<file path="config.mk">
export PLATFORM = sky130hd
export DESIGN_NAME = axis_matvec_feeder
export DESIGN_NICKNAME = d
export VERILOG_FILES = /design/src/rtl/axis_matvec_feeder_pkg.sv /design/src/rtl/axis_matvec_feeder.sv
export SDC_FILE = /design/constraint.sdc
export NUM_CORES = 1
export LEC_CHECK = 0
export BUFFER_PORTS_ARGS = -buffer_cell sky130_fd_sc_hd__clkbuf_2
export CORE_MARGIN = 2
export CORE_UTILIZATION = 55
export DETAILED_ROUTE_END_ITERATION = 12
export GPL_ROUTABILITY_DRIVEN = 1
export PLACE_DENSITY = 0.86
export SLEW_MARGIN = 20
export SYNTH_ARGS = -nofsm -noshare
export SYNTH_HDL_FRONTEND = slang
export SYNTH_SLANG_ARGS = --single-unit
</file>
<file path="constraint.sdc">
create_clock -name clk -period 2.35 [get_ports clk]
set_input_delay 0.3525 -clock clk [delete_from_list [all_inputs] [get_ports clk]]
set_output_delay 0.3525 -clock clk [all_outputs]
set_load 0.005 [all_outputs]
</file>
<file path="src/rtl/axis_matvec_feeder_pkg.sv">
// axis_matvec_feeder_pkg: shared FSM state type and width helpers for the matvec feeder
package axis_matvec_feeder_pkg;
  typedef enum logic {LOAD, RUN} state_t;
  function automatic int w_row(input int c, input int w_k);
    return c * w_k;
  endfunction
  function automatic int w_out(input int r, input int c, input int w_x, input int w_k);
    return r * c * w_k + c * w_x;
  endfunction
endpackage

</file>
<file path="src/rtl/axis_matvec_feeder.sv">
// axis_matvec_feeder: loads an R x C weight bank row per sk beat, then emits {k, x} per sx beat on m (clk, rstn async low; sk/sx in, m out)
module axis_matvec_feeder
  import axis_matvec_feeder_pkg::*;
#(
  parameter int R = 8,
  parameter int C = 8,
  parameter int W_X = 8,
  parameter int W_K = 8,
  localparam int W_ROW = w_row(C, W_K),
  localparam int W_OUT = w_out(R, C, W_X, W_K)
) (
  input  logic               clk,
  input  logic               rstn,
  input  logic               sk_valid,
  output logic               sk_ready,
  input  logic [W_ROW-1:0]   sk_data,
  input  logic               sx_valid,
  output logic               sx_ready,
  input  logic [C*W_X-1:0]   sx_data,
  input  logic               sx_last,
  output logic               m_valid,
  input  logic               m_ready,
  output logic [W_OUT-1:0]   m_data
);
  localparam int RCW = R > 1 ? $clog2(R) : 1;
  state_t                  state;
  logic [RCW-1:0]          row_cnt;
  logic [R-1:0][W_ROW-1:0] bank;
  logic                    sk_hs, sx_hs, last_row;
  assign sk_ready = state == LOAD;
  assign sx_ready = state == RUN && (!m_valid || m_ready);
  assign sk_hs    = sk_valid && sk_ready;
  assign sx_hs    = sx_valid && sx_ready;
  assign last_row = row_cnt == RCW'(R - 1);
  always_ff @(posedge clk or negedge rstn) begin
    if (!rstn) begin
      state   <= LOAD;
      row_cnt <= '0;
      bank    <= '0;
      m_valid <= 1'b0;
      m_data  <= '0;
    end else begin
      if (sk_hs) begin
        bank[row_cnt] <= sk_data;
        row_cnt       <= last_row ? '0 : row_cnt + RCW'(1);
        if (last_row) state <= RUN;
      end
      if (sx_hs) begin
        m_data <= {bank, sx_data};
        if (sx_last) state <= LOAD;
      end
      m_valid <= sx_hs || (m_valid && !m_ready);
    end
  end
endmodule
</file>
After elaboration in Yosys (flattened, before gate mapping)
Index checks and enable logic that the tools add are counted.
{"block": "word_totals", "input_bits": 134, "ff_bits": 1093, "elab_cells": 34, "out_inout_bits": 579}
{"block": "op_classes", "add_sub_neg": 1, "reduce_logical": 9, "bitwise": 1, "n_lt_le_gt_ge": 2, "muxes": 8, "n_eq_ne": 1}
{"op": "$bwmux W512", "count": 1}
{"op": "$demux W64 S3", "count": 1}
{"op": "$mux W64", "count": 1}
{"op": "$logic_and A1 B1 Y1", "count": 5}
{"op": "$lt A3 B4 Y1 const B", "count": 1}
{"op": "$mux W1", "count": 4}
{"op": "$add A3 B1 Y3 const B", "count": 1}
{"op": "$eq A3 B3 Y1 const B", "count": 1}
{"op": "$ge A3 B1 Y1 const B", "count": 1}
{"op": "$mux W3", "count": 1}
{"op": "$logic_not A1 Y1", "count": 2}
{"op": "$logic_or A1 B1 Y1", "count": 2}
{"op": "$not A1 Y1", "count": 1}

Depth between registers and ports, before layout
{"block": "logic_depth", "depth_word": 5, "mapped_depth": 7, "depth_no_buf": 4}

Worst setup path before layout
OpenSTA, ideal clock, no wires.
{"block": "synth_path", "kind": "register to register", "from": "register row_cnt[0]", "to": "register bank[397] (netlist bit)", "required_time_ns": 2.225, "n_path_buf": 2, "path_stages_with_launch": 6, "slack_ns": 0.690, "synth_period_minus_slack_ns": 1.660, "arrival_time_ns": 1.535, "setup_time_ns": 0.125, "cell_sequence": "dfrtp_1 -> nor3b_4 -> and3_1 -> buf_4 -> buf_6 -> mux2_2"}
{"block": "synth_via", "elab_chain_cells": 5, "elab_cells_between_ends": 6, "cone_classes": "order compare (2); mux (3); reduce/logical (1)"}
{"element": "start, declared", "line_no": "axis_matvec_feeder.sv:27", "rtl": "logic [RCW-1:0] row_cnt;"}
{"element": "start signal, assigned", "line_no": "axis_matvec_feeder.sv:45", "rtl": "row_cnt <= last_row ? '0 : row_cnt + RCW'(1);"}
{"element": "$lt A3 B4 Y1 (not written as such) or $ge A3 B1 Y1 (tied branches)", "line_no": "axis_matvec_feeder.sv:44", "rtl": "bank[row_cnt] <= sk_data;"}
{"element": "$logic_and A1 B1 Y1 (not written as such)", "line_no": "axis_matvec_feeder.sv:44"}
{"element": "$mux W64 (not written as such)", "line_no": "axis_matvec_feeder.sv:44"}
{"element": "$demux W64 S3 *", "line_no": "axis_matvec_feeder.sv:44"}
{"element": "$bwmux W512 *", "line_no": "axis_matvec_feeder.sv:44"}
{"element": "end signal, assigned by index", "line_no": "axis_matvec_feeder.sv:44"}
{"element": "end, declared", "line_no": "axis_matvec_feeder.sv:28", "rtl": "logic [R-1:0][W_ROW-1:0] bank;"}
Mark *: on every way between the ends. The rest lies on a longest branch, timed or not.
A chain may end at the register's enable or synchronous reset.

Worst setup path in the final report
{"block": "layout_path", "from": "register row_cnt[1]", "to": "register bank[120] (netlist bit)"}
The elaborated chain is that of the path after synthesis.

==> results.cfg <==
[timing]
period_needed_ps = 2070
setup_violations = 0
setup-tns-final_ps = 0
worst_tran_pin_value_ps = 614
hold_ws_ps = 64.9
timing_hold_violations_final = 0
maxClockFrequency_mhz = 482
slew-limit-headroom = 0.591
finClkSkew_ps = 44.5
rsz_0062_raised_after_global_routing = false
final_max_slew_viol_count = 0
fin_crit_sh = 0.883

[logic_synthesis]
synth_cells = 2326
synth.lib_cells_used.distinct = 25
synth_fp_nets = 2462
synth.yosys.seq_area_share = 0.660
synth.ff_latch_count = 1093
synthesis.area_um2 = 41400
synth.avg_cell_area_um2 = 17.8
ys_warn_count = 0

[floorplanning]
core_area_um2 = 74600
die_h_um = 278
floorplan.rows = 100
initial_core_util = 0.556
floorplan_die_area_um2 = 77600
floorplan.io_pins = 713
x_dimension_of_the_die_um = 278

[power]
switching_power_mw = 23.0
pwr-share-comb = 0.308
reg_power_frac = 0.446
clock_power_share = 0.246
ir_worst_vdd_mv = 0.935
cellLeakagePower_nw = 24.5
power_report.internal_total_mw = 53.2
powerDensity_nw_per_um2 = 1490
sw_frac_of_total = 0.302

[cts]
cts_resized = 0
root_buffer_cell = sky130_fd_sc_hd__clkbuf_16
clock-sinks = 1093
cts_tree = done
htree_levels = 3
tritoncts.num_buffers = 107
clk_pin_slew_worst_paths_ps = 60
cts_max_path_buffers = 3
clock_insertion_delay_worst_skew_ps = 680

[setup_path]
setup.worst_path.class = reg -> reg
worstSetupEndpointType = flop
required_ps = 2900
worstPathMaxFanout = 21
crit_slowest_cell = sky130_fd_sc_hd__dfrtp_1
worst_path_cell_chain = nor2_1, nand3_4, buf_12, mux2_2
max_stage_delay_ps = 490
cp.arrival_ps = 2620
critical_path_launch_point_type = flop

[global_routing]
global_route.usage.total = 0.284
grt_start_max_net_pins = 98
via_count_of_the_first_global_routing_pass = 27000
antenna_found_initial = 3
global_route_wire_length_before_repair_mm = 168
grt-ovfl-total = 0

[flow_run]
max_cap_viol_count = 0

[placement]
routabilityCongestion = 0.860
place.detailed.hpwl_mm = 72.3
buffer_ports.inserted = 712

[route]
route.final.wire_length_mm = 109
detail_route.first_pass.iterations = 5
ant_nets = 0
vias = 23900
routed_wire_length_per_instance_um = 25.7
viasPerCell = 5.62
drc = 0
drt_first_iter_violations = 1319

[layout]
layout-drive-gt1-share = 0.621
layout-area-overhead-vs-synth_pct = 23.4
fin_nets = 3322

[outcome]
run_status = completed

[min_path]
worst_hold_path_type = in -> reg
==> layer usage <==
metal  vias to the layer above  GRT usage  part of all wire
li1                       9984          -                 -
met1                     12700      0.342              0.38
met2                       875      0.480              0.50
met3                       317     0.0580             0.056
met4                         0      0.159             0.061
met5                         -          0                 0
==> metrics by stage <==
step | utilization | total power, mW | area, µm² | instances | setup WS (ps)
after floorplan | - | 45.9 | 41400 | 2326 | 690
after global placement | 0.623 | 55.3 | 46500 | 3978 | 315
after detailed placement | 0.623 | 57.1 | 46500 | 3978 | 281
after CTS | 0.686 | 76.4 | 51100 | 4242 | 252
after global routing | 0.686 | 79.6 | 51100 | 4244 | 198
final | 0.686 | 76.1 | 51100 | 4245 | 276
==> sequential cells by signal (all words and copies together) (netlist names) <==
| register | flops |
|---|---|
| row_cnt | 3 |
| bank | 512 |
| m_data | 576 |
| m_valid | 1 |
| state | 1 |
==> worst max-delay path: cells and delay by family, from the launching register on <==
| kind | cells | cell delay (ps) |
|---|---|---|
| simple gates | 2 | 810 |
| flops | 1 | 490 |
| buf+inv | 1 | 340 |
| mux | 1 | 300 |
==> placed cells by master, fill, tap and decap left out, types with 2 or more instances in the layout <==
master                          count
sky130_fd_sc_hd__buf_4             46
sky130_fd_sc_hd__nand3b_1           2
sky130_fd_sc_hd__inv_6              2
sky130_fd_sc_hd__and3_4             2
sky130_fd_sc_hd__mux2_2           869
sky130_fd_sc_hd__clkinv_4           2
sky130_fd_sc_hd__nor2_1             2
sky130_fd_sc_hd__nor3b_4            2
sky130_fd_sc_hd__clkbuf_1          11
sky130_fd_sc_hd__clkbuf_2         711
sky130_fd_sc_hd__clkbuf_16        108
sky130_fd_sc_hd__ha_1               2
sky130_fd_sc_hd__buf_12            43
sky130_fd_sc_hd__clkbuf_8          28
sky130_fd_sc_hd__diode_2            3
sky130_fd_sc_hd__dlygate4sd3_1     68
sky130_fd_sc_hd__dfrtp_1         1093
sky130_fd_sc_hd__mux2_4           165
sky130_fd_sc_hd__mux2_1            57
sky130_fd_sc_hd__bufinv_16         17
sky130_fd_sc_hd__clkinv_2          20
sky130_fd_sc_hd__nand2_1            2
sky130_fd_sc_hd__a21oi_1            2
sky130_fd_sc_hd__clkinv_16          4
==> synthesized netlist by cell type (all sizes together) <==
cell | count | area [µm²]
buf | 118 | 975
nor2b | 1 | 13.8
nor2 | 3 | 18.8
a21oi | 2 | 10.0
nand2b | 1 | 13.8
inv | 1 | 3.75
nand3b | 3 | 35.0
mux2 | 1091 | 12900
nand3 | 2 | 15.0
nand2 | 3 | 13.8
ha | 2 | 25.0
dfrtp | 1093 | 27400
nor3b | 3 | 38.8
and3 | 2 | 12.5
and2 | 1 | 6.26
==> kinds of logic after synthesis <==
| group | synth area share |
|---|---|
| adders and majority gates | 0.000604 |
| muxes | 0.311 |
| and+or+nand+nor | 0.00405 |
| AOI/OAI and AO/OA | 0.000242 |
| buffers and inverters | 0.0236 |
| DFF | 0.660 |
==> final cells by class <==
type,instances,area (µm²)
inverter,1,3.75
clock inverter,49,821
sequential,1093,27400
tap,969,1210
antenna,3,7.51
multi-input combinational,1114,13100
clock buffer,147,3130
timing repair buffer,869,5460
fill,4632,23400
==> power groups by stage <==
stage	registers (mW)	clock network, mW	logic, mW
after floorplan	32.6	0	13.3
after global placement	33.2	0	22.1
after detailed placement	33.9	0	23.2
after CTS	33.9	18.9	23.6
after global routing	35.0	19.7	24.9
final	34.0	18.7	23.4
==> final timing paths <==
path                             startpoint           to  slack, ps  cells past startpoint
worst min register to register    bank[423]    bank[423]        480                      1
worst max register to register   row_cnt[1]    bank[120]        280                      4
worst min-delay path            sk_data[22]    bank[470]         60                      2
max in group asynchronous              rstn  m_data[120]       1110                      3
min in group asynchronous              rstn  m_data[480]        240                      2
worst max-delay path             row_cnt[1]    bank[120]        280                      4
==> what timing repair did <==
| action | in CTS | in global routing |
|---|---|---|
| endpoints found under the hold margin | 95 | 0 |
| hold buffers | 68 | 0 |
| setup buffers | 0 | 0 |
(Power assumes the default switching activity.)
